==> src/rtl/mem_pkg.sv <==
// -----------------------------------------------------------------------------
// mem_pkg
// Shared definitions for the RAM sharing logic (mem_arbiter, rr_arb2).
//   MEM_ADDR_W / MEM_DATA_W / MEM_CNT_W : default widths for the 512 x 32 RAM
//                                         and the stall counters
//   port_e                              : requester identity (PORT_IF, PORT_D)
//   rsp_t                               : response record for the access
//                                         accepted in the previous cycle
// -----------------------------------------------------------------------------
package mem_pkg;

    localparam int MEM_ADDR_W = 9;
    localparam int MEM_DATA_W = 32;
    localparam int MEM_CNT_W  = 16;

    // The port ID doubles as the bit index into the two-bit request/grant
    // vectors used by rr_arb2.
    typedef enum logic {
        PORT_IF = 1'b0,
        PORT_D  = 1'b1
    } port_e;

    typedef struct packed {
        logic  valid;
        port_e port;
        logic  is_write;
    } rsp_t;

    localparam rsp_t RSP_IDLE = '{valid: 1'b0, port: PORT_IF, is_write: 1'b0};

    // The port that wins a contested cycle is the one that did not win last.
    function automatic port_e other_port(input port_e p);
        return (p == PORT_IF) ? PORT_D : PORT_IF;
    endfunction

endpackage

==> src/rtl/rr_arb2.sv <==
// -----------------------------------------------------------------------------
// rr_arb2
// Two-way round-robin grant with a last_grant register.
//   clock    in   single clock, rising edge
//   reset_n  in   synchronous active-low reset; last_grant -> PORT_D, so the
//                 first contested grant after reset goes to PORT_IF
//   enable   in   1 = grants allowed, 0 = no grants
//   req      in   [1:0] request per port, indexed by port_e
//   grant    out  [1:0] one-hot or zero; combinational from req, enable and
//                 last_grant; forced to zero while reset_n is low
//
// A grant is always an accepted transfer: grant[i] is only raised when req[i]
// is high, so last_grant simply follows whichever grant bit is set.
// -----------------------------------------------------------------------------
module rr_arb2
    import mem_pkg::*;
(
    input  logic       clock,
    input  logic       reset_n,
    input  logic       enable,
    input  logic [1:0] req,
    output logic [1:0] grant
);

    port_e last_grant;
    port_e winner;

    // Only consulted when both ports request.
    assign winner = other_port(last_grant);

    always_comb begin
        grant = 2'b00;
        if (reset_n && enable) begin
            if (req == 2'b11) begin
                grant = (winner == PORT_IF) ? 2'b01 : 2'b10;
            end else begin
                grant = req;
            end
        end
    end

    always_ff @(posedge clock) begin
        if (!reset_n) begin
            last_grant <= PORT_D;
        end else if (grant[PORT_IF]) begin
            last_grant <= PORT_IF;
        end else if (grant[PORT_D]) begin
            last_grant <= PORT_D;
        end
    end

endmodule

==> src/rtl/mem_arbiter.sv <==
// -----------------------------------------------------------------------------
// mem_arbiter
// Shares the 512 x 32 single-port synchronous RAM between the instruction
// fetch port (read-only) and the data load/store port. At most one access is
// accepted per cycle; the accepted access drives the RAM in that same cycle
// and its response (read data or write acknowledge) appears the next cycle.
//
// Handshake: a port holds req (and its address/data) until it sees req & ready
// high in the same cycle; that cycle is the acceptance. ready never depends on
// anything but the current requests, arb_enable, reset_n and the arbitration
// history. Responses are one-cycle pulses with no back-pressure.
//
// Ports
//   clock, reset_n          single clock, synchronous active-low reset
//   arb_enable              0 blocks new grants; a pending response completes
//   if_req/if_addr          fetch request (read-only)
//   if_ready                fetch grant
//   if_rvalid/if_rdata      fetch read response, cycle after acceptance
//   d_req/d_we/d_addr/
//   d_wdata                 data request
//   d_ready                 data grant
//   d_rvalid/d_rdata        data read response, cycle after acceptance
//   d_wack                  write acknowledge, cycle after acceptance
//   ram_read/ram_write/
//   ram_addr/ram_wdata      RAM control, driven in the acceptance cycle
//   ram_rdata               RAM dataOut, valid the cycle after ram_read
//   if_stall_cnt/
//   d_stall_cnt             saturating count of cycles with req & !ready
// -----------------------------------------------------------------------------
module mem_arbiter
    import mem_pkg::*;
#(
    parameter int ADDR_W = MEM_ADDR_W,
    parameter int DATA_W = MEM_DATA_W,
    parameter int CNT_W  = MEM_CNT_W
) (
    input  logic              clock,
    input  logic              reset_n,
    input  logic              arb_enable,

    input  logic              if_req,
    input  logic [ADDR_W-1:0] if_addr,
    output logic              if_ready,
    output logic              if_rvalid,
    output logic [DATA_W-1:0] if_rdata,

    input  logic              d_req,
    input  logic              d_we,
    input  logic [ADDR_W-1:0] d_addr,
    input  logic [DATA_W-1:0] d_wdata,
    output logic              d_ready,
    output logic              d_rvalid,
    output logic              d_wack,
    output logic [DATA_W-1:0] d_rdata,

    output logic              ram_read,
    output logic              ram_write,
    output logic [ADDR_W-1:0] ram_addr,
    output logic [DATA_W-1:0] ram_wdata,
    input  logic [DATA_W-1:0] ram_rdata,

    output logic [CNT_W-1:0]  if_stall_cnt,
    output logic [CNT_W-1:0]  d_stall_cnt
);

    localparam logic [CNT_W-1:0] CNT_MAX = '1;

    // -------------------------------------------------------------------------
    // Arbitration
    // -------------------------------------------------------------------------
    logic [1:0] grant;

    rr_arb2 u_rr_arb2 (
        .clock   (clock),
        .reset_n (reset_n),
        .enable  (arb_enable),
        .req     ({d_req, if_req}),
        .grant   (grant)
    );

    logic accept;
    logic accept_we;

    assign if_ready  = grant[PORT_IF];
    assign d_ready   = grant[PORT_D];
    assign accept    = if_ready | d_ready;
    // A fetch can never write, so only the data port's d_we matters.
    assign accept_we = d_ready & d_we;

    // -------------------------------------------------------------------------
    // RAM control
    // Address and write data hold their last driven values between accesses;
    // the RAM ignores them then, holding avoids needless toggling.
    // -------------------------------------------------------------------------
    logic [ADDR_W-1:0] addr_q;
    logic [DATA_W-1:0] wdata_q;

    assign ram_read  = accept & ~accept_we;
    assign ram_write = accept_we;

    always_comb begin
        ram_addr = addr_q;
        if (!reset_n) begin
            ram_addr = '0;
        end else if (d_ready) begin
            ram_addr = d_addr;
        end else if (if_ready) begin
            ram_addr = if_addr;
        end
    end

    always_comb begin
        ram_wdata = wdata_q;
        if (!reset_n) begin
            ram_wdata = '0;
        end else if (d_ready) begin
            ram_wdata = d_wdata;
        end
    end

    // -------------------------------------------------------------------------
    // Response tracking and state registers
    // -------------------------------------------------------------------------
    rsp_t rsp;

    always_ff @(posedge clock) begin
        if (!reset_n) begin
            addr_q       <= '0;
            wdata_q      <= '0;
            rsp          <= RSP_IDLE;
            if_stall_cnt <= '0;
            d_stall_cnt  <= '0;
        end else begin
            if (accept) begin
                addr_q <= ram_addr;
            end
            if (d_ready) begin
                wdata_q <= d_wdata;
            end

            // Rewritten every cycle so a response lives for exactly one cycle;
            // back-to-back accepts therefore give back-to-back responses.
            rsp.valid    <= accept;
            rsp.port     <= d_ready ? PORT_D : PORT_IF;
            rsp.is_write <= accept_we;

            if (if_req && !if_ready && (if_stall_cnt != CNT_MAX)) begin
                if_stall_cnt <= if_stall_cnt + 1'b1;
            end
            if (d_req && !d_ready && (d_stall_cnt != CNT_MAX)) begin
                d_stall_cnt <= d_stall_cnt + 1'b1;
            end
        end
    end

    // -------------------------------------------------------------------------
    // Response outputs
    // Gated by reset_n so a response in flight when reset asserts is dropped
    // in the very cycle reset is seen, not one edge later.
    // -------------------------------------------------------------------------
    logic rsp_read;

    assign rsp_read  = reset_n & rsp.valid & ~rsp.is_write;
    assign if_rvalid = rsp_read & (rsp.port == PORT_IF);
    assign d_rvalid  = rsp_read & (rsp.port == PORT_D);
    assign d_wack    = reset_n & rsp.valid & rsp.is_write;

    // Read data is the RAM output passed straight through, zeroed whenever it
    // is not valid for that port.
    assign if_rdata = if_rvalid ? ram_rdata : '0;
    assign d_rdata  = d_rvalid  ? ram_rdata : '0;

endmodule
==> config.mk <==
export PLATFORM = sky130hd
export DESIGN_NAME = mem_arbiter
export DESIGN_NICKNAME = d
export VERILOG_FILES = /design/src/rtl/mem_pkg.sv /design/src/rtl/rr_arb2.sv /design/src/rtl/mem_arbiter.sv
export SDC_FILE = /design/constraint.sdc
export NUM_CORES = 1
export LEC_CHECK = 0
export CORE_ASPECT_RATIO = 1.2
export CORE_MARGIN = 1.5
export CORE_UTILIZATION = 38
export CTS_CLUSTER_DIAMETER = 40
export DETAILED_ROUTE_END_ITERATION = 12
export HOLD_SLACK_MARGIN = 0.1
export PLACE_DENSITY = 0.82
export SYNTH_ARGS = -nofsm -noshare
export SYNTH_HDL_FRONTEND = slang
export SYNTH_SLANG_ARGS = --single-unit
==> constraint.sdc <==
create_clock -name clock -period 2.4 [get_ports clock]
set_clock_uncertainty 0.2 [all_clocks]
set_input_delay 0.24 -clock clock [delete_from_list [all_inputs] [get_ports clock]]
set_output_delay 0.24 -clock clock [all_outputs]
set_load 0.05 [all_outputs]
==> run_results.csv <==
group,metric,value,unit
status,outcome,"completed",
cts,cts.htree.levels,3,
yosys,ys_warn_count,0,
routing,drt_iter0_markers,139,
global_routing,antenna_found_initial,0,
placement,portBuffers,231,
setup_path,cp_top_family,"buffers and inverters",
setup_path,slowest_delay,0.44,ns
setup_path,critPathBufInv,3,
sta,setup_viol,0,
yosys,synth_top_area_share,40.5,%
yosys,synth_area_per_cell,7.89,um^2
sta,slew_headroom,64.2,%
placement,hpwlAfterDp,11.5,mm
routing,drc_errors,0,
global_routing,grt_first_pass_wirelength,22.9,mm
routing,dr_total_vias,4624,
routing,drt_first_pass_iters,4,
yosys,ys_seq_area_share,40.5,%
cells_and_area,fin_nets,816,
power,max-vdd-ir-drop,463,uV
setup_path,cp.required,1.96,ns
power,power.total,3480,uW
placement,place_inst,833,
global_routing,grt_usage,28.0,%
global_routing,grt_max_degree,45,
yosys,synth_top_cell_by_area,"dfxtp_1",
routing,vias_per_cell,5.43,
yosys,synth_cells,483,
cells_and_area,fill_cells,520,
setup_path,critPathLaunchType,"input pin",
floorplanning,ios,232,
sta,rsz0062_at_grt,"true",
yosys,dominantRegCellSynth,"dfxtp_1",
setup_path,critPathKind,"input pin to output port",
floorplanning,dieHeight,113,um
setup_path,worst_path_most_repeated_cell,"buf_12",
cts,clkSlewWorstSetupHoldPaths,0.06,ns
floorplanning,rows,39,
setup_path,crit_path_max_fanout,33,
power,powerDensity,438,nW/um^2
floorplanning,die_w,94.4,um
placement,place_congestion,0.804,
sta,post-route-period-util,99.3,%
cts,cts_buffer_depth,2,
routing,totalWireLength,15.9,mm
cells_and_area,areaGrowthSynthToFinish,109,%
cells_and_area,fin_cells,852,
yosys,synthArstFlopShare,0,%
yosys,synth_nets,573,
cts,insertion_delay,0.34,ns
job,maxCapViolCount,0,
routing,ant_nets,0,
sta,slew_violations,0,
cells_and_area,drive_above_1_share,26.7,%
setup_path,endpoint_kind,"output port",
cts,clock-sinks,77,
yosys,yosys-top-cells-area,"dfxtp_1 (40%), and2_1 (11%), nand2_1 (9.2%), a21oi_1 (5.0%), o21ai_0 (4.7%)",
setup_path,cp_data_arrival_time,1.94,ns
hold_path,hold_class,"input pin to flop",
setup_path,crit_slowest_cell,"clkdlybuf4s50_1",
sta,worstMarginPinSlew,0.535,ns
global_routing,grt.overflow.total,0,
power,p_leak,0.00294,uW
sta,hold_viol,0,
global_routing,grt_pass1_vias,4524,
yosys,synth_edf_count,0,
setup_path,reg2reg_slack,0.29,ns
cts,cts_tree,"yes",
yosys,synth_seq_cells,77,
floorplanning,core,9610,um^2
sta,period_needed,2.38,ns
routing,wire_per_inst,18.7,um
floorplanning,start_util,39.6,%
sta,max_clock_freq,420,MHz
setup_path,crit_chain,"clkdlybuf4s50_1 -> and2_1 -> nor3b_4 -> buf_12 -> a22oi_2 -> a21oi_2 -> buf_12",
yosys,yosysUniqueCellTypes,38,
cells_and_area,diodes,0,
cts,clockRootBuffer,"clkbuf_16",
yosys,synth_area,3810,um^2
floorplanning,dieArea,10600,um^2
cts,cts_made_buffers,9,
tightest hold or removal path: stages:
cell and delay (ns):
buf_2 0.16, nand2_4 0.12, buf_4 0.14, nor3b_1 0.05
placed cells by master, fill, tap and decap left out, types with 6 or more instances in the layout:
cell / Yosys / final
clkbuf_16: 0 / 10
dfxtp_1: 77 / 75
o31ai_1: 21 / 21
inv_1: 7 / 7
clkdlybuf4s50_1: 0 / 118
nand3_1: 12 / 12
nor4_1: 6 / 6
a21oi_2: 0 / 9
or4_1: 19 / 19
buf_4: 1 / 31
a21oi_1: 38 / 29
buf_12: 0 / 110
o21ai_0: 36 / 8
nand4_1: 9 / 9
a22oi_1: 9 / 8
nand2_1: 93 / 93
o21ai_1: 2 / 14
and2_1: 69 / 69
o21ai_2: 0 / 16
metal layers:
layer	up-vias	wire length (um)	GRT usage, %	part of all wire (%)
met5	-	0	0	0
met4	0	541	10.9	3.4
met3	36	1200	8.13	7.5
met2	192	8460	49.8	53
met1	2191	5730	30.8	36
li1	2205	-	-	-
where the power goes:
group          leakage [uW]  switching [uW]  internal [uW]
registers          0.000626            20.6           1320
clock network      0.000139             517            821
logic               0.00217             414            388
flip-flops by register name (all words and copies together), names as in the netlist:
signal	count
wdata_q	32
d_stall_cnt	16
if_stall_cnt	16
addr_q	9
rsp	3
u_rr_arb2.last_grant	1
cell usage after synthesis, types with 5 or more instances:
cell / count
and2_1: 69
a21oi_1: 38
nand2_1: 93
o21ai_0: 36
or4_1: 19
mux2i_1: 5
dfxtp_1: 77
o31ai_1: 21
buf_2: 9
nor3_1: 6
nand2b_1: 5
nand4_1: 9
inv_1: 7
nand3_1: 12
nor4_1: 6
a22oi_1: 9
clkbuf_1: 23
per-stage QoR:
| stage | hold WS [ns] | instance area [um^2] | TNS, ns | setup slack [ns] | utilization, % |
|---|---|---|---|---|---|
| final | 0.220 | 7950 | 0 | 0.0171 | 82.7 |
| after CTS | 0.242 | 7880 | -0.00240 | -0.00187 | 82.0 |
| after detailed placement | 0.257 | 7530 | -0.301 | -0.0745 | 78.4 |
| after floorplan | 0.162 | 3880 | 0 | 0.00533 | - |
| after global routing | 0.244 | 7950 | -0.0732 | -0.0290 | 82.7 |
| after global placement | 0.254 | 7530 | -0.0888 | -0.0320 | 78.4 |
logic make-up after synthesis:
family | count (synthesis) | synth area share, %
compound gates | 118 | 19.0
fa+ha+maj | 2 | 0.657
buf+inv | 40 | 4.34
flops | 77 | 40.5
mux | 5 | 1.31
simple gates | 241 | 34.3
final timing paths:
| check | start | endpoint | cells after the start |
|---|---|---|---|
| setup / recovery | if_req | ram_addr[4] | 7 |
| hold / removal | reset_n | rsp[1] | 4 |
| setup reg to reg | if_stall_cnt[0] | if_stall_cnt[12] | 5 |
| hold reg to reg | d_stall_cnt[15] | d_stall_cnt[15] | 2 |
layout make-up:
| cell class | instances | area (um^2) | share of cell area, % |
|---|---|---|---|
| Multi-Input combinational cell | 366 | 2230 | 28.1 |
| Inverter | 7 | 26.3 | 0.331 |
| Sequential cell | 77 | 1540 | 19.4 |
| Timing Repair Buffer | 265 | 3710 | 46.6 |
| Clock inverter | 2 | 35.0 | 0.441 |
| Tap cell | 123 | 154 | 1.94 |
| Clock buffer | 12 | 246 | 3.10 |
timing repair:
| action | in CTS | in global routing |
|---|---|---|
| cloned | 1 | 1 |
| hold buffers | 1 | 0 |
| endpoints found under the hold margin | 2 | 0 |
| resized for setup | 6 | 8 |
| buffers inserted | 1 | 1 |
| setup endpoints to repair | 13 | 19 |
| pin swaps | 2 | 1 |
Note: power is estimated with default switching activity, not from simulation.
